<file path="src/rtl/rv32_multicycle_ctrl.sv">
// Multicycle control FSM for the RV32I core: sequences FETCH/DECODE/EXEC/MEM/WB
// over a shared datapath with a single variable-latency memory port.
module rv32_multicycle_ctrl (
    input  logic        clk,
    input  logic        rst,
    input  logic [31:0] instr,
    input  logic        breq,
    input  logic        brlt,
    input  logic        mem_ready,
    output logic        mem_req,
    output logic        mem_we,
    output logic        pc_we,
    output logic        ir_we,
    output logic        reg_we,
    output logic        pc_sel,
    output logic [2:0]  imm_sel,
    output logic        br_un,
    output logic        a_sel,
    output logic        b_sel,
    output logic [3:0]  alu_sel,
    output logic [1:0]  wb_sel,
    output logic        illegal,
    output logic [2:0]  state
);
    typedef enum logic [2:0] {
        S_FETCH  = 3'd0,
        S_DECODE = 3'd1,
        S_EXEC   = 3'd2,
        S_MEM    = 3'd3,
        S_WB     = 3'd4,
        S_TRAP   = 3'd5
    } state_t;

    localparam logic [6:0] OPC_R      = 7'b0110011;
    localparam logic [6:0] OPC_IMM    = 7'b0010011;
    localparam logic [6:0] OPC_LOAD   = 7'b0000011;
    localparam logic [6:0] OPC_STORE  = 7'b0100011;
    localparam logic [6:0] OPC_BRANCH = 7'b1100011;
    localparam logic [6:0] OPC_JAL    = 7'b1101111;
    localparam logic [6:0] OPC_JALR   = 7'b1100111;
    localparam logic [6:0] OPC_LUI    = 7'b0110111;
    localparam logic [6:0] OPC_AUIPC  = 7'b0010111;

    localparam logic [3:0] ALU_ADD   = 4'd0;
    localparam logic [3:0] ALU_PASSB = 4'd10;

    state_t      cur_state;
    logic [6:0]  opcode;
    logic [6:0]  funct7;
    logic [2:0]  funct3;
    logic        is_load, is_store, is_branch, is_jump;
    logic        legal, taken;
    logic [2:0]  dec_imm;
    logic        dec_a, dec_b;
    logic [3:0]  dec_alu;
    logic        unused_fields;

    assign opcode        = instr[6:0];
    assign funct3        = instr[14:12];
    assign funct7        = instr[31:25];
    assign unused_fields = ^{instr[24:15], instr[11:7]};
    assign is_load       = (opcode == OPC_LOAD);
    assign is_store      = (opcode == OPC_STORE);
    assign is_branch     = (opcode == OPC_BRANCH);
    assign is_jump       = (opcode == OPC_JAL) || (opcode == OPC_JALR);

    // alt selects SUB for funct3 000 and SRA for funct3 101
    function automatic logic [3:0] alu_from_funct3(input logic [2:0] f3, input logic alt);
        case (f3)
            3'b000:  return alt ? 4'd1 : 4'd0;
            3'b001:  return 4'd2;
            3'b010:  return 4'd3;
            3'b011:  return 4'd4;
            3'b100:  return 4'd5;
            3'b101:  return alt ? 4'd7 : 4'd6;
            3'b110:  return 4'd8;
            default: return 4'd9;
        endcase
    endfunction

    always_comb begin
        legal   = 1'b0;
        dec_imm = 3'd0;
        dec_a   = 1'b0;
        dec_b   = 1'b0;
        dec_alu = ALU_ADD;
        case (opcode)
            OPC_R: begin
                legal   = (funct7 == 7'b0000000) ||
                          (funct7 == 7'b0100000 && (funct3 == 3'b000 || funct3 == 3'b101));
                dec_alu = alu_from_funct3(funct3, funct7[5]);
            end
            OPC_IMM: begin
                if (funct3 == 3'b001)
                    legal = (funct7 == 7'b0000000);
                else if (funct3 == 3'b101)
                    legal = (funct7 == 7'b0000000) || (funct7 == 7'b0100000);
                else
                    legal = 1'b1;
                dec_b   = 1'b1;
                dec_alu = alu_from_funct3(funct3, funct3 == 3'b101 && funct7[5]);
            end
            OPC_LOAD: begin
                legal = (funct3 == 3'b010);
                dec_b = 1'b1;
            end
            OPC_STORE: begin
                legal   = (funct3 == 3'b010);
                dec_imm = 3'd1;
                dec_b   = 1'b1;
            end
            OPC_BRANCH: begin
                legal   = (funct3 != 3'b010) && (funct3 != 3'b011);
                dec_imm = 3'd2;
                dec_a   = 1'b1;
                dec_b   = 1'b1;
            end
            OPC_JAL: begin
                legal   = 1'b1;
                dec_imm = 3'd4;
                dec_a   = 1'b1;
                dec_b   = 1'b1;
            end
            OPC_JALR: begin
                legal = (funct3 == 3'b000);
                dec_b = 1'b1;
            end
            OPC_LUI: begin
                legal   = 1'b1;
                dec_imm = 3'd3;
                dec_b   = 1'b1;
                dec_alu = ALU_PASSB;
            end
            OPC_AUIPC: begin
                legal   = 1'b1;
                dec_imm = 3'd3;
                dec_a   = 1'b1;
                dec_b   = 1'b1;
            end
            default: legal = 1'b0;
        endcase
    end

    always_comb begin
        case (funct3)
            3'b000:         taken = breq;
            3'b001:         taken = !breq;
            3'b100, 3'b110: taken = brlt;
            3'b101, 3'b111: taken = !brlt;
            default:        taken = 1'b0;
        endcase
    end

    always_ff @(posedge clk or posedge rst) begin
        if (rst) begin
            cur_state <= S_FETCH;
            illegal   <= 1'b0;
        end else begin
            case (cur_state)
                S_FETCH:  if (mem_ready) cur_state <= S_DECODE;
                S_DECODE: begin
                    if (legal) begin
                        cur_state <= S_EXEC;
                    end else begin
                        cur_state <= S_TRAP;
                        illegal   <= 1'b1;
                    end
                end
                S_EXEC: begin
                    if (is_branch)
                        cur_state <= S_FETCH;
                    else if (is_load || is_store)
                        cur_state <= S_MEM;
                    else
                        cur_state <= S_WB;
                end
                S_MEM:    if (mem_ready) cur_state <= is_store ? S_FETCH : S_WB;
                S_WB:     cur_state <= S_FETCH;
                S_TRAP:   cur_state <= S_TRAP;
                default:  cur_state <= S_FETCH;
            endcase
        end
    end

    // Operand and ALU selects stay valid from EXEC through WB so MEM/WB reuse the EXEC result
    always_comb begin
        mem_req = 1'b0;
        mem_we  = 1'b0;
        pc_we   = 1'b0;
        ir_we   = 1'b0;
        reg_we  = 1'b0;
        pc_sel  = 1'b0;
        imm_sel = 3'd0;
        br_un   = 1'b0;
        a_sel   = 1'b0;
        b_sel   = 1'b0;
        alu_sel = ALU_ADD;
        wb_sel  = 2'd0;
        case (cur_state)
            S_FETCH: begin
                mem_req = 1'b1;
                ir_we   = mem_ready;
            end
            S_DECODE: imm_sel = dec_imm;
            S_EXEC: begin
                imm_sel = dec_imm;
                a_sel   = dec_a;
                b_sel   = dec_b;
                alu_sel = dec_alu;
                if (is_branch) begin
                    br_un  = funct3[1];
                    pc_we  = 1'b1;
                    pc_sel = taken;
                end
            end
            S_MEM: begin
                imm_sel = dec_imm;
                a_sel   = dec_a;
                b_sel   = dec_b;
                alu_sel = dec_alu;
                mem_req = 1'b1;
                mem_we  = is_store;
                pc_we   = is_store && mem_ready;
            end
            S_WB: begin
                imm_sel = dec_imm;
                a_sel   = dec_a;
                b_sel   = dec_b;
                alu_sel = dec_alu;
                reg_we  = 1'b1;
                pc_we   = 1'b1;
                pc_sel  = is_jump;
                wb_sel  = is_load ? 2'd0 : (is_jump ? 2'd2 : 2'd1);
            end
            default: ;
        endcase
        if (rst) begin
            mem_req = 1'b0;
            mem_we  = 1'b0;
            pc_we   = 1'b0;
            ir_we   = 1'b0;
            reg_we  = 1'b0;
        end
    end

    assign state = cur_state;
endmodule

</file>
<file path="config.mk">
export PLATFORM = sky130hd
export DESIGN_NAME = rv32_multicycle_ctrl
export DESIGN_NICKNAME = d
export VERILOG_FILES = /design/src/rtl/rv32_multicycle_ctrl.sv
export SDC_FILE = /design/constraint.sdc
export NUM_CORES = 1
export LEC_CHECK = 0
export CORE_ASPECT_RATIO = 1.5
export CORE_MARGIN = 2
export CORE_UTILIZATION = 31
export DETAILED_ROUTE_END_ITERATION = 10
export HOLD_SLACK_MARGIN = 0.1
export PLACE_DENSITY = 0.81
export SLEW_MARGIN = 20
export SYNTH_ARGS = -nofsm -noshare
export SYNTH_HDL_FRONTEND = slang
export SYNTH_SLANG_ARGS = --single-unit
</file>
<file path="constraint.sdc">
create_clock -name clk -period 1.75 [get_ports clk]
set_input_delay 0.35 -clock clk [delete_from_list [all_inputs] [get_ports clk]]
set_output_delay 0.35 -clock clk [all_outputs]
set_load 0.03 [all_outputs]
</file>
==> flow_summary.yaml, run 1 <==
outcome:
  status: "finished with violations"
  violations: "negative setup slack"
critical_path:
  critical-path-top-delay-family: "simple AND/OR/NAND/NOR gates"
  end_kind: "output port"
  crit_required_ps: 1400
  crit_buf_inv: 4
  crit_fanout: 3
  path_class: "primary input to output port"
  max_stage_delay_ps: 350
  arrival_ps: 1770
  cp_slowest_cell: "or3_4"
  critPathLaunchType: "primary input"
  crit_top_cell: "buf_6"
  crit_chain: "buf_8 -> buf_4 -> nand3b_4 -> or3_4 -> buf_6 -> nor4b_4 -> buf_6"
detailed_routing:
  vias_per_cell: 6.55
  ant_nets: 0
  vias: 1619
  drt-initial-drc-count: 105
  drc: 0
  drt-pass1-iter-count: 7
  wl_um: 6220
  wl_per_cell_um: 25.2
yosys:
  seq_area_frac_synth_pct: 12.3
  synth.distinct_cells: 46
  synth_area_per_cell_um2: 6.99
  synth-seq-cells: 4
  synth.net_count: 153
  synthCells: 116
  synthFlopType: "dfrtp_1"
  async_flop_share_pct: 100
  synth_edf_count: 0
  synth_area_um2: 811
  yosysWarnings: 0
clock_tree:
  clkSinkCount: 4
  clk_pin_slew_ps: 50
  root_buffer: "clkbuf_4"
  cts_inserted_buffers: 3
  cts.path.max_buffers: 2
  htreeDepth: 1
  tritoncts: "yes"
  cts_hold_buf: 0
  insertion_delay_ps: 240
layout:
  diodes: 0
  final_common_cell: "buf_4"
  area_growth_pct: 179
  n_fill_cell: 91
  nets: 261
  final_cells: 247
  mostFrequentLayoutCells: "buf_4, buf_6, clkdlybuf4s50_1"
  drive_gt1_share_pct: 67.7
timing:
  finalSetupViolCount: 19
  hold_viol: 0
  setup_ws_ps: -366
  finalCritPeriodShare_pct: 121
  rsz0062_at_grt: "true"
  slew_headroom_pct: 69.1
  clock_skew_ps: 12.6
  period_minus_slack_ps: 2120
  report.final.slew_viol_count: 0
  fmaxAchievable_mhz: 473
  worst_pin_slew_ps: 462
power:
  leakage_uw: 0.000963
  powerDensity_mw_per_mm2: 211
  vdd_drop_max_mv: 0.305
placed_design:
  dp_hpwl_um: 2660
  port_buffers: 43
  place_ws_ps: -668
  dp.cells: 214
  gp_congestion: 0.913
grt:
  grt_pass1_vias: 1474
  grt_pass1_wl_um: 7460
  gr-total-overflow: 0
  grt_start_max_net_pins: 8
  antenna_found_initial: 0
  grt_use_total_pct: 33.7
floorplan:
  die_area_mm2: 0.00305
  initial_core_util_pct: 32.7
  fp.dieW_um: 45.8
  io_pins: 59
  core-area_mm2: 0.00248
  core.rowCount: 22
  dieHeight_um: 66.6
job:
  maxCapViolCount: 0
worst_hold_path:
  hp-class: "primary input to async pin"
## kinds of logic after synthesis
group	count (synthesis)	share of synthesized area (%)
DFF	4	12.3
and+or+nand+nor	63	49.1
AOI/OAI and AO/OA	33	27.8
buffers and inverters	13	7.56
xor gates and xnor gates	3	3.24
## state kept, by name, summed over array words and instances, names as in the netlist
| register | count |
|---|---|
| state | 3 |
| illegal | 1 |
## final cells by class
type                            instances  area (um2)  share of cell area [%]
Sequential cell                         4         104                    4.59
Tap cell                               24        30.0                    1.33
Multi-Input combinational cell         99        1040                    45.9
Inverter                                4        15.0                   0.664
Timing Repair Buffer                  112        1050                    46.4
Clock buffer                            4        26.3                    1.16
## Yosys cell counts, drive strengths merged (4+ instances only)
cell type	n	area, um2
nand2	11	41.3
a21oi	9	48.8
nor2b	9	56.3
buf	8	42.5
nor2	8	30.0
nor3	5	25.0
o21ai	5	25.0
dfrtp	4	100
inv	4	15.0
nand3	4	20.0
## tightest hold or removal path, stage by stage
cell and delay [ps]:
clkdlybuf4s50_1 440, buf_4 170, inv_1 150
## layer usage
metal	vias up	part of all wire [%]	wire [um]	GRT usage (%)
met1	750	35	2180	38.5
met4	0	8.1	506	15.7
met5	-	0	0	0
met3	47	10	636	7.05
met2	163	46	2890	57.4
li1	659	-	-	-
## per-stage QoR
stage          total power (uW)  util [%]  instance area [um2]  setup TNS, ps  hold slack [ps]
3_3_place_gp                273      68.7                 1700          -9160              462
4_1_cts                     429      84.0                 2080          -1860              473
2_1_floorplan               170         -                 1050           -563              116
5_1_grt                     499      91.3                 2260          -4190              533
3_5_place_dp                278      68.7                 1700          -9750              479
6_report                    478      91.3                 2260          -3480              511
## what timing repair did
action,4_1_cts,5_1_grt
setup buffers,21,10
pin swaps,19,25
setup endpoints to repair,22,20
resized for setup,88,28
## path summary, 6_finish.rpt
check	startpoint	end	slack, ps	cells past startpoint
setup reg to reg	state[1]	illegal	80	6
min in group clk	illegal	illegal	610	2
hold / removal	rst	state[0]	510	3
setup / recovery	instr[4]	br_un	-370	7
max in group asynchronous	rst	state[2]	1050	3
hold reg to reg	illegal	illegal	610	2
## where the power goes
group          switching, uW  internal [uW]  leakage [uW]
clock network           46.3           86.1     0.0000150
registers                  0           92.8     0.0000379
logic                    124            128      0.000910
total                    170            307      0.000963
No activity file was read; power rests on OpenSTA's default activity.
==> inputs of run 2 (changes only) <==
--- a/config.mk
+++ b/config.mk
@@ -5,13 +5,13 @@
 export SDC_FILE = /design/constraint.sdc
 export NUM_CORES = 1
 export LEC_CHECK = 0
-export CORE_ASPECT_RATIO = 1.5
+export ABC_AREA = 1
+export CORE_ASPECT_RATIO = 1.4
 export CORE_MARGIN = 2
 export CORE_UTILIZATION = 31
 export DETAILED_ROUTE_END_ITERATION = 10
 export HOLD_SLACK_MARGIN = 0.1
 export PLACE_DENSITY = 0.81
-export SLEW_MARGIN = 20
 export SYNTH_ARGS = -nofsm -noshare
 export SYNTH_HDL_FRONTEND = slang
 export SYNTH_SLANG_ARGS = --single-unit
==> flow_summary.yaml, run 2 <==
power:
  clkPwrFrac_pct: 8.6
  power_switching_uw: 687
  vdd_drop_max_mv: 0.542
  p_comb_share_pct: 81.1
  powerDensity_mw_per_mm2: 700
  total_power_uw: 1410
  leakage_uw: 0.00103
  intPower_uw: 720
  power_frac_seq_pct: 10.3
  p_sw_share_pct: 48.8
placed_design:
  place_ws_ps: -695
  port_buffers: 43
  gp_congestion: 0.870
  dp_hpwl_um: 2340
yosys:
  synth_edf_count: 0
  synth_top_area_share_pct: 16.7
  yosys.area.top_type: "nand2_1"
  synth_area_per_cell_um2: 5.26
  yosysWarnings: 0
  synth-seq-cells: 4
  synth.distinct_cells: 23
  seq_area_frac_synth_pct: 12.7
  synth_most_common_cell: "nand2_1"
  synth_area_um2: 788
  synthFlopType: "dfrtp_1"
  synth_common_cells: "nand2_1, inv_1, nor2_1, o21ai_0"
  async_flop_share_pct: 100
  netlist_top_cells_area: "nand2_1, dfrtp_1, inv_1, nor2_1, o21ai_0"
  synthCells: 150
  synth.net_count: 187
clock_tree:
  cts.path.max_buffers: 2
  clkSinkCount: 4
  tritoncts: "yes"
  cts_inserted_buffers: 3
  htreeDepth: 1
  clk_pin_slew_ps: 40
  root_buffer: "clkbuf_4"
  insertion_delay_ps: 230
grt:
  grt_use_total_pct: 27.1
  antenna_found_initial: 0
  gr-total-overflow: 0
  grt_pass1_wl_um: 5870
  grt_start_max_net_pins: 7
  grt_pass1_vias: 1395
floorplan:
  fp.dieW_um: 46.6
  initial_core_util_pct: 33.0
  dieHeight_um: 63.7
  io_pins: 59
  core-area_mm2: 0.00239
  die_area_mm2: 0.00297
  core.rowCount: 21
critical_path:
  cp_slowest_cell: "dfrtp_2"
  critical-path-top-delay-family: "flip-flops"
  crit_chain: "nor2_1 -> inv_1 -> nor2_2 -> inv_2 -> nand2_2 -> buf_6 -> nand3_4 -> a31oi_4 -> buf_6"
  crit_buf_inv: 4
  ff2ff_path_depth: 10
  arrival_ps: 1610
  startpoint: "state[0]"
  max_stage_delay_ps: 400
  crit_required_ps: 1400
  r2r_slack_ps: 240
  timing.rr.start: "state[1]"
  crit_top_cell: "buf_6"
  critPathLaunchType: "register"
  path_class: "register to output port"
  timing.rr.end: "state[0]"
  end_kind: "output port"
  crit_fanout: 4
layout:
  diodes: 0
  final_common_cell: "buf_4"
  drive_gt1_share_pct: 60.9
  nets: 286
  mostFrequentLayoutCells: "buf_4, nand2_1, buf_6"
  largest_reg_flops: 3
  n_fill_cell: 126
  area_growth_pct: 155
timing:
  setup_ws_ps: -209
  fmaxAchievable_mhz: 510
  period_minus_slack_ps: 1960
  worst_pin_slew_ps: 349
  report.final.slew_viol_count: 0
  clock_skew_ps: 7.69
  finalSetupViolCount: 15
  finalCritPeriodShare_pct: 112
  rsz0062_at_grt: "true"
  slew_headroom_pct: 76.5
  hold_viol: 0
  tns_ps: -1870
detailed_routing:
  drt-initial-drc-count: 45
  ant_nets: 0
  drc: 0
  vias_per_cell: 4.80
  wl_per_cell_um: 13.8
  drt-pass1-iter-count: 4
  vias: 1353
  wl_um: 3880
job:
  maxCapViolCount: 0
worst_hold_path:
  hp-class: "primary input to async pin"
outcome:
  status: "finished with violations"
  violations: "negative setup slack"
-- run 2: cell count changes in the layout (fill, tap and decap cells not counted), moves of 7 or more --
cell,before,now
nand2_1,8,29
inv_1,4,21
nor2_1,1,12
inv_2,0,10
buf_6,34,26
nand2_2,1,9
nor2_4,4,12
buf_4,52,45
-- run 2: logic make-up after synthesis --
| group | share of synthesized area (%) |
|---|---|
| and+or+nand+nor | 56.0 |
| buffers and inverters | 15.7 |
| AOI/OAI and AO/OA | 15.6 |
| DFF | 12.7 |
-- run 2: worst max path at each step --
| stage | slack [ps] | to | cells after the start |
|---|---|---|---|
| 4_1_cts | -200 | alu_sel[0] | 9 |
| 3_5_place_dp | -700 | a_sel | 6 |
| 3_3_place_gp | -610 | a_sel | 8 |
| 6_report | -210 | alu_sel[0] | 9 |
| 2_1_floorplan | -30 | alu_sel[0] | 7 |
| 5_1_grt | -300 | alu_sel[0] | 9 |
-- run 2: metal layers --
layer | wire [um] | track usage, % | vias to the layer above
li1 | - | - | 668
met4 | 123 | 10.4 | 0
met1 | 1320 | 26.1 | 624
met5 | 0 | 0 | -
met2 | 2290 | 53.1 | 49
met3 | 144 | 3.15 | 12
-- run 2: power groups by stage --
| stage | Sequential, uW | Clock, uW | Combinational [uW] |
|---|---|---|---|
| final | 145 | 120 | 1140 |
| after global routing | 146 | 141 | 1210 |
| after CTS | 136 | 125 | 991 |
| after detailed placement | 137 | 0 | 811 |
| after global placement | 136 | 0 | 799 |
| after floorplan | 202 | 0 | 369 |
-- run 2: worst min-delay path, delay by kind of cell --
kind,cells,cell delay [ps]
buf+inv,3,490
-- run 2: area by class of cell --
type / count / area, um2 / share of cell area [%]
multi-input cells: 113 / 857 / 42.7
repair buffers: 94 / 850 / 42.3
inverters: 33 / 129 / 6.42
flip-flops and latches: 4 / 104 / 5.17
well taps: 34 / 42.5 / 2.12
clock buffers: 4 / 26.3 / 1.31
-- run 2: repair_timing --
action,in CTS,in global routing
gates resized for setup,103,24
pin swaps,20,10
buffers inserted,8,3
endpoints found under the hold margin,0,0
hold buffers,0,0
setup endpoints to repair,20,20
-- run 2: through the flow --
| step | instances | utilization, % | hold WS (ps) | instance area [um2] |
|---|---|---|---|---|
| final | 282 | 84.0 | 260 | 2010 |
| after global routing | 282 | 84.0 | 264 | 2010 |
| after detailed placement | 269 | 68.0 | 466 | 1630 |
| after floorplan | 150 | - | 116 | 880 |
| after CTS | 280 | 81.1 | 476 | 1940 |
| after global placement | 269 | 68.0 | 447 | 1630 |
